## config.mk

```make
export PLATFORM = sky130hd
export DESIGN_NAME = jtframe_sdm_dac
export DESIGN_NICKNAME = d
export VERILOG_FILES = /design/src/rtl/jtframe_sdm_dac.sv
export SDC_FILE = /design/constraint.sdc
export NUM_CORES = 1
export LEC_CHECK = 0
export BUFFER_PORTS_ARGS = -buffer_cell sky130_fd_sc_hd__buf_2
export CELL_PAD_IN_SITES_DETAIL_PLACEMENT = 1
export CELL_PAD_IN_SITES_GLOBAL_PLACEMENT = 2
export CORE_ASPECT_RATIO = 1.25
export CORE_MARGIN = 2
export CORE_UTILIZATION = 43
export DETAILED_ROUTE_END_ITERATION = 8
export GPL_ROUTABILITY_DRIVEN = 0
export PLACE_DENSITY = 0.9
export SLEW_MARGIN = 25
export SYNTH_ARGS = -nofsm -noshare
export SYNTH_HDL_FRONTEND = slang
export SYNTH_SLANG_ARGS = --single-unit
```

## constraint.sdc

```tcl
create_clock -name clk -period 6.8 [get_ports clk]
set_input_delay 0.34 -clock clk [delete_from_list [all_inputs] [get_ports clk]]
set_output_delay 0.34 -clock clk [all_outputs]
set_load 0.01 [all_outputs]
```

## src/rtl/jtframe_sdm_dac.sv

```systemverilog
// Multi-channel first-order sigma-delta 1-bit audio DAC with a soft-mute gain ramp.
// Optional build macro JTFRAME_SDM_DITHER_EN adds LFSR carry-in dither to every accumulator.
module jtframe_sdm_dac #(
  parameter int CH         = 2,
  parameter int DW         = 16,
  parameter int SIGNED_SND = 1,
  parameter int GW         = 8,
  parameter int RAMP_DIV   = 64
) (
  input  logic               clk,
  input  logic               rst_n,
  input  logic               sample_cen,
  input  logic [CH*DW-1:0]   snd_in,
  input  logic               mute,
  output logic [CH-1:0]      dac_out,
  output logic               muted,
  output logic               ramping
);

  localparam int              DIVW      = (RAMP_DIV > 1) ? $clog2(RAMP_DIV) : 1;
  localparam logic [DIVW-1:0] DIV_LAST  = DIVW'(RAMP_DIV - 1);
  localparam logic [DIVW-1:0] DIV_ONE   = DIVW'(1);
  localparam logic [GW:0]     GAIN_ZERO = '0;
  localparam logic [GW:0]     GAIN_ONE  = (GW+1)'(1);
  localparam logic [GW:0]     GAIN_FULL = {1'b1, {GW{1'b0}}};
  localparam logic [GW:0]     GAIN_TOP  = GAIN_FULL - GAIN_ONE;
  localparam logic [DW-1:0]   MID       = {1'b1, {(DW-1){1'b0}}};
  localparam logic [DW-1:0]   SIGN_FLIP = (SIGNED_SND != 0) ? MID : '0;

  typedef enum logic [1:0] {
    ST_MUTED     = 2'd0,
    ST_RAMP_UP   = 2'd1,
    ST_PLAY      = 2'd2,
    ST_RAMP_DOWN = 2'd3
  } state_t;

  state_t          state_q, state_d;
  logic [GW:0]     gain_q, gain_d;
  logic [DIVW-1:0] div_q, div_d;
  logic            step;
  logic            muted_q, ramping_q;
  logic            cin;

  logic [DW-1:0]   samp_q [CH];
  logic [DW-1:0]   samp_d [CH];
  logic [DW-1:0]   v_q    [CH];
  logic [DW-1:0]   v_d    [CH];
  logic [DW:0]     acc_q  [CH];
  logic [DW:0]     acc_d  [CH];

  function automatic logic [DW-1:0] to_offset_f(input logic [DW-1:0] raw);
    return raw ^ SIGN_FLIP;
  endfunction

  // v = mid + ((u - mid) * gain) >>> GW; the result always fits DW bits unsigned
  function automatic logic [DW-1:0] scale_f(input logic [DW-1:0] u, input logic [GW:0] g);
    logic signed [DW:0]      d;
    logic signed [DW+GW+1:0] p;
    logic signed [DW+GW+1:0] v;
    d = $signed({1'b0, u}) - $signed({2'b01, {(DW-1){1'b0}}});
    p = (DW+GW+2)'(d) * (DW+GW+2)'($signed({1'b0, g}));
    v = (p >>> GW) + $signed({{(GW+2){1'b0}}, MID});
    return DW'(v);
  endfunction

  assign step = (div_q == DIV_LAST);

  // Gain FSM: state register
  always_ff @(posedge clk or negedge rst_n) begin
    if (!rst_n) begin
      state_q   <= ST_MUTED;
      gain_q    <= GAIN_ZERO;
      div_q     <= '0;
      muted_q   <= 1'b1;
      ramping_q <= 1'b0;
    end else begin
      state_q   <= state_d;
      gain_q    <= gain_d;
      div_q     <= div_d;
      muted_q   <= (gain_q == GAIN_ZERO);
      ramping_q <= (gain_q != GAIN_ZERO) && (gain_q != GAIN_FULL);
    end
  end

  // Gain FSM: next state; a reversal at an end point lands directly in the rest state
  always_comb begin
    state_d = state_q;
    case (state_q)
      ST_MUTED: begin
        if (!mute) state_d = ST_RAMP_UP;
      end
      ST_RAMP_UP: begin
        if (mute)
          state_d = (gain_q == GAIN_ZERO) ? ST_MUTED : ST_RAMP_DOWN;
        else if (step && gain_q == GAIN_TOP)
          state_d = ST_PLAY;
      end
      ST_PLAY: begin
        if (mute) state_d = ST_RAMP_DOWN;
      end
      ST_RAMP_DOWN: begin
        if (!mute)
          state_d = (gain_q == GAIN_FULL) ? ST_PLAY : ST_RAMP_UP;
        else if (step && gain_q == GAIN_ONE)
          state_d = ST_MUTED;
      end
      default: state_d = ST_MUTED;
    endcase
  end

  // Gain FSM: gain and divider updates
  always_comb begin
    gain_d = gain_q;
    div_d  = '0;
    case (state_q)
      ST_RAMP_UP: begin
        if (!mute && step) gain_d = gain_q + GAIN_ONE;
      end
      ST_RAMP_DOWN: begin
        if (mute && step) gain_d = gain_q - GAIN_ONE;
      end
      default: gain_d = gain_q;
    endcase
    if ((state_d == state_q) && !step &&
        (state_q == ST_RAMP_UP || state_q == ST_RAMP_DOWN))
      div_d = div_q + DIV_ONE;
  end

  assign muted   = muted_q;
  assign ramping = ramping_q;

  always_comb begin
    for (int k = 0; k < CH; k++) begin
      samp_d[k] = sample_cen ? to_offset_f(snd_in[k*DW +: DW]) : samp_q[k];
      v_d[k]    = scale_f(samp_q[k], gain_q);
      acc_d[k]  = {1'b0, acc_q[k][DW-1:0]} + {1'b0, v_q[k]} + {{DW{1'b0}}, cin};
    end
  end

  // Capture -> scale -> modulate, one register stage each
  always_ff @(posedge clk or negedge rst_n) begin
    if (!rst_n) begin
      for (int k = 0; k < CH; k++) begin
        samp_q[k] <= MID;
        v_q[k]    <= MID;
        acc_q[k]  <= '0;
      end
    end else begin
      for (int k = 0; k < CH; k++) begin
        samp_q[k] <= samp_d[k];
        v_q[k]    <= v_d[k];
        acc_q[k]  <= acc_d[k];
      end
    end
  end

  always_comb begin
    for (int k = 0; k < CH; k++) dac_out[k] = acc_q[k][DW];
  end

`ifdef JTFRAME_SDM_DITHER_EN
  // Galois LFSR for x^16+x^14+x^13+x^11+1, right-shifting form
  logic [15:0] lfsr_q, lfsr_d;

  always_comb begin
    lfsr_d = {1'b0, lfsr_q[15:1]} ^ (lfsr_q[0] ? 16'hB400 : 16'h0000);
  end

  always_ff @(posedge clk or negedge rst_n) begin
    if (!rst_n) lfsr_q <= 16'hACE1;
    else        lfsr_q <= lfsr_d;
  end

  assign cin = lfsr_q[0];
`else
  assign cin = 1'b0;
`endif

endmodule

```

==> results of run 1 <==
==> repair_timing <==
| item | CTS | global route |
|---|---|---|
| hold buffers | 3 | 0 |
| setup buffers | 0 | 0 |
| endpoints found under the hold margin | 55 | 0 |
==> cell families (layout without fill, tap and decap cells) <==
family / count (synthesis) / in the layout / synth area share
AOI/OAI and AO/OA: 143 / 143 / 0.0648
xor gates and xnor gates: 84 / 84 / 0.0501
adders and majority gates: 367 / 367 / 0.430
buffers and inverters: 351 / 367 / 0.0904
DFF: 117 / 117 / 0.200
muxes: 30 / 30 / 0.0230
and+or+nand+nor: 417 / 417 / 0.141
==> power groups by stage <==
stage                     logic, mW  clock network [mW]  registers [mW]
after floorplan                1.67                   0            1.02
after global placement         1.91                   0            1.12
after detailed placement       2.01                   0            1.13
after CTS                      2.05               0.998            1.12
after global routing           2.32                1.02            1.14
final                          2.02               0.969            1.11
==> cells in the mapped netlist (2+ instances only) <==
library cell and n:
inv_1 276, fa_1 230, nand2_1 155, ha_1 137, and2_1 133, dfrtp_1 112
xnor2_1 61, nor2_1 53, a21oi_1 45, clkbuf_1 43, mux2_2 30, buf_1 28
o21ai_0 27, xor2_1 23, nand2b_1 16, nor2b_1 15, o21a_1 14, nand3_1 11
a21o_1 9, nor3_1 9, and3_1 8, a31oi_1 7, nand4_1 6, dfstp_2 5
o31a_1 5, a211oi_1 4, or3_1 4, a211o_1 3, o22ai_1 3, or4_1 3
a311oi_1 2, a41oi_1 2, buf_2 2, buf_4 2, o21ai_1 2, o21ai_2 2
o21bai_1 2, o31ai_1 2
==> layout make-up <==
class / instances / area share
Sequential cell: 117 / 0.185
Inverter: 276 / 0.0652
Clock inverter: 13 / 0.0108
Multi-Input combinational cell: 1041 / 0.656
Timing Repair Buffer: 59 / 0.0224
Clock buffer: 19 / 0.0279
Tap cell: 423 / 0.0333
==> per-layer routing <==
metal | part of all wire | vias up | GRT usage
met5 | 0 | - | 0
met3 | 0.037 | 42 | 0.0374
met4 | 0.018 | 0 | 0.0604
met1 | 0.40 | 5292 | 0.245
li1 | - | 4636 | -
met2 | 0.54 | 139 | 0.377
==> through the flow <==
stage	cells	area [um2]	utilization	worst slack (ns)
6_report	1948	15900	0.473	1.01
5_1_grt	1948	15900	0.473	0.702
4_1_cts	1948	15900	0.473	0.972
3_5_place_dp	1913	15200	0.454	1.00
3_3_place_gp	1913	15200	0.454	1.19
2_1_floorplan	1509	14700	-	1.08
==> worst max-delay path: cells and delay by family, from the launching register on <==
family	cells	cell delay [ns]
AND/OR/NAND/NOR	2	0.19
AO/OA/AOI/OAI	7	1.59
flip-flops	1	0.63
buffers and inverters	4	0.44
adder cells (fa/ha/maj)	6	2.86
==> state kept, by name, indices dropped and copies added (netlist names) <==
signal / flops
acc_q: 32
samp_q: 32
v_q: 32
gain_q: 9
div_q: 6
dac_out: 2
state_q: 2
muted: 1
ramping: 1
==> how the worst min path moves through the flow <==
stage	from	end	cells after the start
detailed placement	rst_n	acc_q[14]$_DFF_PN0_	1
global placement	rst_n	dac_out[1]$_DFF_PN0_	1
global route	snd_in[4]	samp_q[20]$_DFFE_PN0P_	2
CTS	snd_in[13]	samp_q[29]$_DFFE_PN0P_	2
finish	snd_in[23]	samp_q[7]$_DFFE_PN0P_	2
floorplan	rst_n	acc_q[0]$_DFF_PN0_	0
==> out/qor.yml, run 1 <==
status: "finished, final reports clean"
cp_data_required_time_ns: 7.17
dieArea_um2: 35600
period_share: 0.851
ys.flop_type: "dfrtp_1"
rsz0062_at_grt: "no"
critical_path.max_stage_delay_ns: 0.63
hold-worst-slack_ns: 0.120
final_layout_size_suffix_gt1_frac: 0.0852
ioPinCount: 40
ff_latch_area_um2: 2930
grt_max_degree: 64
maxCapViolCount: 0
worst-path-max-fanout: 14
grt_util_all_layers: 0.206
period_minus_slack_ns: 5.79
syn2layout_area_growth_pct: 8.23
grt-ovfl-total: 0
cell_internal_pwr_mw: 2.47
synth_area_per_cell_um2: 9.73
multi_input_area_um2: 10400
switching_share: 0.396
p_clk_frac: 0.237
via_per_inst: 5.19
syn_area_um2: 14700
drt-total-wl_mm: 33.2
drv_slew: 0
syn_nets: 1912
setup_tns_ns: 0
critPathKind: "reg2reg"
die_x_um: 169
grt_pass1_vias: 11900
fmax_mhz: 173
htreeDepth: 4
fin_nets: 1915
synth_edf_count: 0
end_kind: "register"
setup_viol_count_final: 0
ys.warnings.count: 0
die_h_um: 211
regToRegEndpoint: "v_q[15]$_DFF_PN1_"
postRouteAntennaNets: 0
clkLatencyLatePin_ns: 0.45
slew-limit-headroom: 0.411
p_seq_frac: 0.272
powerDensity_nw_per_um2: 258
ys_seq_elements: 117
min_path_type: "in2reg"
numPortBuffers: 39
rrSetupSlack_ns: 1.01
power_frac_comb: 0.492
async_reset_ff_frac: 1.00
r2r_cells: 19
clkTransAtPathRegs_ns: 0.07
wl_per_cell_um: 17.0
synth_top_cell_area_share: 0.314
slowest_stage: "dfrtp_1"
final_common_cell: "inv_1"
cts_buffer_depth: 2
synth_top_area_cell: "fa_1"
setup.worst_path.start_class: "register"
core_region_area_um2: 33600
antenna_found_initial: 0
drtPass1Iterations: 5
synth.area.top_cells: "fa_1, dfrtp_1, ha_1, inv_1, and2_1"
dp.final_hpwl_mm: 25.3
synth_seq_area_share: 0.200
worstSetupEndpoint: "v_q[15]$_DFF_PN1_"
worst_pin_slew_ns: 0.884
clock_sink_count: 117
drt_iter0_markers: 444
cts_tree: "yes"
synth_cell_types: 56
hold_viol_final: 0
worstPathArrival_ns: 6.16
finalClockSkew_ns: 0.0105
worstPathCellList: "buf_4 > nand2_1 > fa_1 > inv_1 > fa_1 > inv_1 > fa_1 > fa_1 > fa_1 > inv_1 > ha_1 > a21oi_1 > nand2_1 > a21oi_4 > a22oi_2 > a311o_1 > o31a_1 > a41oi_1 > o41ai_2"
switching_power_mw: 1.62
cellLeakagePower_nw: 8.02
layout_common_cells: "inv_1, fa_1, nand2_1"
grt_pass1_wl_mm: 57.8
diodes: 0
cts_buffers: 17
root_buffer: "clkbuf_16"
setup.worst_path.start: "gain_q[1]$_DFFE_PN0P_"
cp_common_cell: "fa_1"
vias: 10100
nFillCells: 3803
start_util: 0.437
drcViolationCount: 0
syn_inst: 1509
reg2reg_from: "gain_q[1]$_DFFE_PN0P_"
total_power_mw: 4.10
placementRows: 75
cts_resized: 0
ir_worst_vdd_uv: 131
No activity file was read; power rests on OpenSTA's default activity.
==> run 2: changes to the inputs <==
--- a/config.mk
+++ b/config.mk
@@ -11,6 +11,7 @@
 export CORE_ASPECT_RATIO = 1.25
 export CORE_MARGIN = 2
 export CORE_UTILIZATION = 43
+export CTS_BUF_LIST = sky130_fd_sc_hd__clkbuf_4
 export DETAILED_ROUTE_END_ITERATION = 8
 export GPL_ROUTABILITY_DRIVEN = 0
 export PLACE_DENSITY = 0.9
==> run 2 against run 1 <==
  * Cell area barely moved
  * Critical path type unchanged
  * Clock skew up 0.025 ns
  * Sequential cell count unchanged
  * Clock power decreased by 39%
  * Sequential share of layout area is essentially flat
  * Count of clock-buffer cells in the layout is 1 lower
  * Sequential power about the same
  * Combinational power barely moved
  * Setup slack improved by 0.032 ns
  * Global-route usage shrank 0.21 points
==> out/qor.yml, run 2 (synthesized netlist as in run 1, its figures left out) <==
status: "finished, final reports clean"
clkLatencyLatePin_ns: 0.65  # +0.20 ns
finalClockSkew_ns: 0.0355  # +0.0249 ns
wl_per_cell_um: 16.6  # -2.4%
final_common_cell: "inv_1"
worstPathArrival_ns: 6.34  # +0.18 ns
critPathKind: "reg2reg"
cp_common_cell: "fa_1"
cts_buffer_depth: 2  # unchanged
maxCapViolCount: 0  # unchanged
cp_data_required_time_ns: 7.39  # +0.22 ns
ioPinCount: 40  # unchanged
switching_share: 0.421  # +0.0249
nFillCells: 3815  # +0.32%
min_path_type: "in2reg"
switching_power_mw: 1.57  # -3.5%
clock_sink_count: 117  # unchanged
drv_slew: 0  # unchanged
grt_max_degree: 64  # unchanged
grt_pass1_vias: 12000  # +0.58%
antenna_found_initial: 1  # +1
cell_internal_pwr_mw: 2.15  # -13%
die_h_um: 211  # unchanged
grt_busiest_layer: "met2"
power_frac_comb: 0.543  # +0.051
placementRows: 75  # unchanged
path_delay_family: "adder cells"
slew-limit-headroom: 0.396  # -0.0150
cellLeakagePower_nw: 8.01  # -0.10%
core_region_area_um2: 33600  # unchanged
htreeDepth: 4  # unchanged
cts_resized: 0  # unchanged
slowest_stage: "dfrtp_1"
grt_use_met3: 0.0370  # -0.000376
cts_setup_buffers: 0  # unchanged
critical_path.max_stage_delay_ns: 0.65  # +0.02 ns
start_util: 0.437  # unchanged
root_buffer: "clkbuf_4"
hold_buffers: 33  # +30
worst-path-max-fanout: 14  # unchanged
worstPathCellList: "buf_4 > nand2_1 > fa_1 > inv_1 > fa_1 > fa_1 > fa_1 > inv_1 > fa_1 > inv_1 > ha_1 > o21ai_0 > nor2_1 > o21ai_0 > a22oi_2 > a311o_1 > o31a_1 > a41oi_1 > o41ai_2"
end_kind: "register"
drt-total-wl_mm: 32.9  # -0.81%
rsz0062_at_grt: "no"
setup_tns_ns: 0  # unchanged
setup.worst_path.start_class: "register"
fin_nets: 1945  # +1.6%
syn2layout_area_growth_pct: 8.22  # about the same
ir_worst_vdd_uv: 155  # +18%
crit_buf_inv: 4  # unchanged
drtPass1Iterations: 4  # -1
via_per_inst: 5.14  # -0.94%
grt_util_met2: 0.376  # -0.00141
die_x_um: 169  # unchanged
grt_pass1_wl_mm: 57.3  # -0.85%
p_clk_frac: 0.158  # -0.079
cts_tree: "yes"
hold_viol_final: 0  # unchanged
grt-ovfl-total: 0  # unchanged
setup_viol_count_final: 0  # unchanged
clkTransAtPathRegs_ns: 0.15  # +0.08 ns
period_minus_slack_ns: 5.75  # -0.0324 ns
fmax_mhz: 174  # +0.56%
numPortBuffers: 39  # unchanged
p_seq_frac: 0.299  # +0.027
period_share: 0.846  # -0.00476
final_layout_size_suffix_gt1_frac: 0.0836  # -0.00164
largest_registers: "acc_q x32, samp_q x32, v_q x32"
drcViolationCount: 0  # unchanged
drt_iter0_markers: 378  # -15%
grt_util_all_layers: 0.204  # -0.00205
gr-usage-met1: 0.240  # -0.00425
dp.final_hpwl_mm: 25.3  # unchanged
vias: 10200  # +0.63%
total_power_mw: 3.72  # -9.2%
cts_buffers: 17  # unchanged
dieArea_um2: 35600  # unchanged
layout_common_cells: "inv_1, fa_1, nand2_1"
worst_pin_slew_ns: 0.906  # +0.0226 ns
postRouteAntennaNets: 0  # unchanged
powerDensity_nw_per_um2: 234  # -9.2%
run 2: cell count changes in the layout (fill, tap and decap cells not counted), sizes merged:
cell,before,now
dlygate4sd3,3,33
clkinv,4,5
clkbuf,19,18
diode,0,1
run 2: path summary, 6_finish.rpt:
check	start	end	slack [ns]	cells past startpoint
max in group asynchronous	rst_n	dac_out[0]$_DFF_PN0_	5.19	3
min in group asynchronous	rst_n	v_q[14]$_DFF_PN0_	0.27	2
hold / removal	mute	state_q[0]$_DFF_PN0_	0.19	5
setup reg to reg	gain_q[1]$_DFFE_PN0P_	v_q[15]$_DFF_PN1_	1.05	19
hold reg to reg	div_q[0]$_DFF_PN0_	div_q[0]$_DFF_PN0_	0.47	1
setup / recovery	gain_q[1]$_DFFE_PN0P_	v_q[15]$_DFF_PN1_	1.05	19
run 2: tightest hold or removal path: stages:
cell and delay, ns:
buf_2 0.13, o21ai_0 0.09, nand2_1 0.06, o21ai_0 0.11, inv_1 0.06
run 2: per-layer routing:
layer / up-vias / share of wire
li1: 4696 / -
met1: 5323 / 0.41
met2: 112 / 0.54
met3: 42 / 0.026
met4: 0 / 0.017
met5: - / 0
run 2: cell type report:
type,count,area (um2),share of cell area
Clock buffer,18,135,0.00851
Tap cell,423,529,0.0333
Antenna cell,1,2.50,0.000158
Inverter,276,1040,0.0652
Sequential cell,117,2930,0.185
Timing Repair Buffer,89,656,0.0413
Multi-Input combinational cell,1041,10400,0.656
Clock inverter,14,175,0.0110
run 2: metrics by stage:
stage               hold slack, ns  setup slack, ns  utilization  instances  instance area, um2
CTS                         0.0774            0.999        0.473       1978               15900
finish                       0.187             1.05        0.473       1979               15900
global placement             0.446             1.19        0.454       1913               15200
detailed placement           0.455             1.00        0.454       1913               15200
global route                 0.173            0.721        0.473       1979               15900
floorplan                   0.0444             1.08            -       1509               14700
run 2: power groups by stage:
stage | Clock (mW) | Sequential (mW) | Combinational (mW)
after global routing | 0.640 | 1.14 | 2.33
final | 0.587 | 1.11 | 2.02
after floorplan | 0 | 1.02 | 1.67
after CTS | 0.620 | 1.11 | 2.05
after global placement | 0 | 1.12 | 1.91
after detailed placement | 0 | 1.13 | 2.01
==> run 3: changes to the inputs <==
--- a/config.mk
+++ b/config.mk
@@ -5,16 +5,17 @@
 export SDC_FILE = /design/constraint.sdc
 export NUM_CORES = 1
 export LEC_CHECK = 0
+export ABC_AREA = 1
 export BUFFER_PORTS_ARGS = -buffer_cell sky130_fd_sc_hd__buf_2
 export CELL_PAD_IN_SITES_DETAIL_PLACEMENT = 1
 export CELL_PAD_IN_SITES_GLOBAL_PLACEMENT = 2
 export CORE_ASPECT_RATIO = 1.25
 export CORE_MARGIN = 2
-export CORE_UTILIZATION = 43
+export CORE_UTILIZATION = 40
 export CTS_BUF_LIST = sky130_fd_sc_hd__clkbuf_4
 export DETAILED_ROUTE_END_ITERATION = 8
 export GPL_ROUTABILITY_DRIVEN = 0
-export PLACE_DENSITY = 0.9
+export PLACE_DENSITY = 0.91
 export SLEW_MARGIN = 25
 export SYNTH_ARGS = -nofsm -noshare
 export SYNTH_HDL_FRONTEND = slang
==> constraint.sdc (replaced) <==
create_clock -name clk -period 5.6 [get_ports clk]
set_input_delay 0.28 -clock clk [delete_from_list [all_inputs] [get_ports clk]]
set_output_delay 0.28 -clock clk [all_outputs]
set_load 0.01 [all_outputs]
==> run 3 against run 2 <==
  * First-iteration DRC count increased by 32%
  * Setup slack got worse by 0.75 ns
  * Synthesized cell count increased by 42%
  * Non-clock buffer count increased by 3
  * Clock skew decreased by 0.0072 ns
  * Final cell count increased by 38%
  * Die area increased by 19%
  * Sequential share of layout area decreased by 1.9 points
  * Hold slack got worse by 0.062 ns
  * Maximum frequency increased by 8.4%
  * Core utilization decreased by 3.3 points
  * Largest cell class unchanged
  * Highest routed layer unchanged
==> out/qor.yml, run 3 <==
status: "finished, final reports clean"
crit_buf_inv: 5  # +1
antenna_found_initial: 1  # unchanged
critical_path.max_stage_delay_ns: 0.71  # +0.06 ns
synth_seq_area_share: 0.179  # -0.0204
end_kind: "register"
worst_pin_slew_ns: 0.998  # +0.0920 ns
critPathKind: "reg2reg"
path_delay_family: "adder cells"
slew-limit-headroom: 0.330  # -0.0654
syn2layout_area_growth_pct: 8.29  # about the same
worstPathArrival_ns: 5.81  # -0.53 ns
via_per_inst: 4.90  # -4.8%
core_region_area_um2: 40200  # +20%
drtPass1Iterations: 5  # +1
fmax_mhz: 188  # +8.4%
synth_common_cells: "nand2_1, inv_1, fa_1"
die_h_um: 230  # +9.3%
synth_top_area_cell: "fa_1"
htreeDepth: 4  # unchanged
final_common_cell: "nand2_1"
clkTransAtPathRegs_ns: 0.13  # -0.02 ns
synth_top_cell_area_share: 0.282  # -0.0321
powerDensity_nw_per_um2: 527  # +120%
syn_nets: 2543  # +33%
cp_data_required_time_ns: 6.10  # -1.29 ns
period_minus_slack_ns: 5.31  # -0.446 ns
drcViolationCount: 0  # unchanged
syn_area_um2: 16400  # +11%
async_reset_ff_frac: 1.00  # unchanged
dieArea_um2: 42500  # +19%
finish.instance_area_um2: 17700  # +11%
synth.area.top_cells: "fa_1, dfrtp_1, nand2_1, inv_1, ha_1"
ys_seq_elements: 117  # unchanged
synth.most_common_cell: "nand2_1"
die_x_um: 185  # +9.2%
worstPathCellList: "nor2_1 > inv_1 > fa_1 > inv_1 > fa_1 > fa_1 > fa_1 > inv_1 > fa_1 > inv_1 > ha_1 > nand2_1 > inv_1 > nand2_1 > nor2_1 > nand4_1 > nand4_1 > nand2_1"
postRouteAntennaNets: 0  # unchanged
maxCapViolCount: 0  # unchanged
worstHoldPathCells: 4  # -1
cellLeakagePower_nw: 10.3  # +29%
drt-total-wl_mm: 43.5  # +32%
grt_pass1_vias: 15400  # +28%
timing.critical_path.depth: 18  # -1
finalClockSkew_ns: 0.0283  # -0.00719 ns
cts_buffer_depth: 2  # unchanged
synth_edf_count: 0  # unchanged
r2r_cells: 18  # -1
grt_pass1_wl_mm: 74.4  # +30%
vias: 13400  # +32%
cts_tree: "yes"
period_share: 0.948  # +0.102
grt-ovfl-total: 0  # unchanged
ir_worst_vdd_uv: 239  # +54%
synth_cell_types: 42  # -25%
slowest_stage: "fa_1"
root_buffer: "clkbuf_4"
fin_nets: 2580  # +33%
drv_slew: 0  # unchanged
final_layout_size_suffix_gt1_frac: 0.0571  # -0.0265
hold_viol_final: 0  # unchanged
placementRows: 82  # +9.3%
ioPinCount: 40  # unchanged
rsz0062_at_grt: "no"
syn_inst: 2140  # +42%
grt_max_degree: 75  # +17%
setup_viol_count_final: 0  # unchanged
start_util: 0.407  # -0.0304
wl_per_cell_um: 15.9  # -4.4%
numPortBuffers: 39  # unchanged
clock_sink_count: 117  # unchanged
setup.worst_path.start_class: "register"
ys.warnings.count: 0  # unchanged
cts_buffers: 17  # unchanged
drt_iter0_markers: 500  # +32%
largest_registers: "acc_q x32, samp_q x32, v_q x32"
layout_common_cells: "nand2_1, inv_1, fa_1"
grt_util_all_layers: 0.220  # +0.0161
dp.final_hpwl_mm: 36.0  # +42%
clkLatencyLatePin_ns: 0.61  # -0.04 ns
placed_area_um2: 17100  # +12%
setup_tns_ns: 0  # unchanged
worst-path-max-fanout: 7  # -7
synth_area_per_cell_um2: 7.64  # -21%
min_path_type: "in2reg"
ys.flop_type: "dfrtp_1"
## run 3: changes by cell type in the layout (fill, tap and decap cells not counted), moves of 15 or more
cell      before  now
nand2_1      155  636
inv_1        276  492
and2_1       133    2
nand3_1       11   63
nor2_1        53  105
a21oi_1       45   92
xnor2_1       61   17
mux2_2        30    0
xor2_1        23   48
o21ai_0       27   47
nand2b_1      16    0
nor2b_1       15    0
## run 3: where the power goes
| part | total [mW] | internal [mW] | switching [mW] |
|---|---|---|---|
| Clock | 0.711 | 0.318 | 0.392 |
| Combinational | 7.17 | 2.66 | 4.51 |
| Sequential | 1.45 | 1.24 | 0.209 |
## run 3: final timing paths
path,slack (ns),to,startpoint
setup / recovery,0.29,v_q[29]$_DFF_PN0_,samp_q[31]$_DFFE_PN1P_
hold / removal,0.12,state_q[1]$_DFF_PN0_,mute
setup reg to reg,0.29,v_q[29]$_DFF_PN0_,samp_q[31]$_DFFE_PN1P_
hold reg to reg,0.48,acc_q[17]$_DFF_PN0_,acc_q[17]$_DFF_PN0_
max in group asynchronous,4.22,acc_q[23]$_DFF_PN0_,rst_n
min in group asynchronous,0.26,samp_q[13]$_DFFE_PN0P_,rst_n
## run 3: timing repair
item / in CTS / in global routing
hold buffers: 33 / 0
resized for setup: 0 / 1
setup buffers: 0 / 0
hold endpoints to repair: 101 / 0
endpoints found under the setup margin: 0 / 2
## run 3: worst min-delay path, delay by kind of cell
| kind | cells | cell delay [ns] |
|---|---|---|
| simple gates | 3 | 0.27 |
| buf+inv | 1 | 0.15 |
## run 3: kinds of logic (layout without fill, tap and decap cells)
logic type	count (synthesis)	in the layout	share of synthesized area
compound gates	159	159	0.0510
xor+xnor	65	65	0.0348
fa+ha+maj	367	367	0.386
buf+inv	571	621	0.134
flops	117	117	0.179
other cells	0	1	0
simple gates	861	861	0.214
## run 3: metal layers
layer  global-route usage  vias up  part of all wire
met5                    0        -                 0
met4               0.0861        0             0.034
met3               0.0206       82             0.017
met2                0.396      162              0.51
met1                0.269     6755              0.44
li1                     -     6401                 -
## run 3: area by class of cell
| type | count | area, um2 |
|---|---|---|
| antenna | 1 | 2.50 |
| clock buffer | 18 | 135 |
| clock inverter | 14 | 179 |
| fill | 5066 | 22500 |
| inverter | 497 | 1870 |
| multi-input combinational | 1452 | 11200 |
| sequential | 117 | 2930 |
| tap | 546 | 683 |
| timing repair buffer | 92 | 682 |
## run 3: through the flow
stage | power (mW) | instances | hold WS [ns] | worst slack (ns) | util
4_1_cts | 9.44 | 2736 | 0.0431 | 0.193 | 0.440
2_1_floorplan | 6.81 | 2140 | -0.0156 | 0.905 | -
6_report | 9.33 | 2737 | 0.124 | 0.294 | 0.440
3_3_place_gp | 8.36 | 2671 | 0.445 | 0.344 | 0.424
5_1_grt | 10.6 | 2737 | 0.110 | 0.0193 | 0.440
3_5_place_dp | 8.65 | 2671 | 0.460 | 0.201 | 0.424
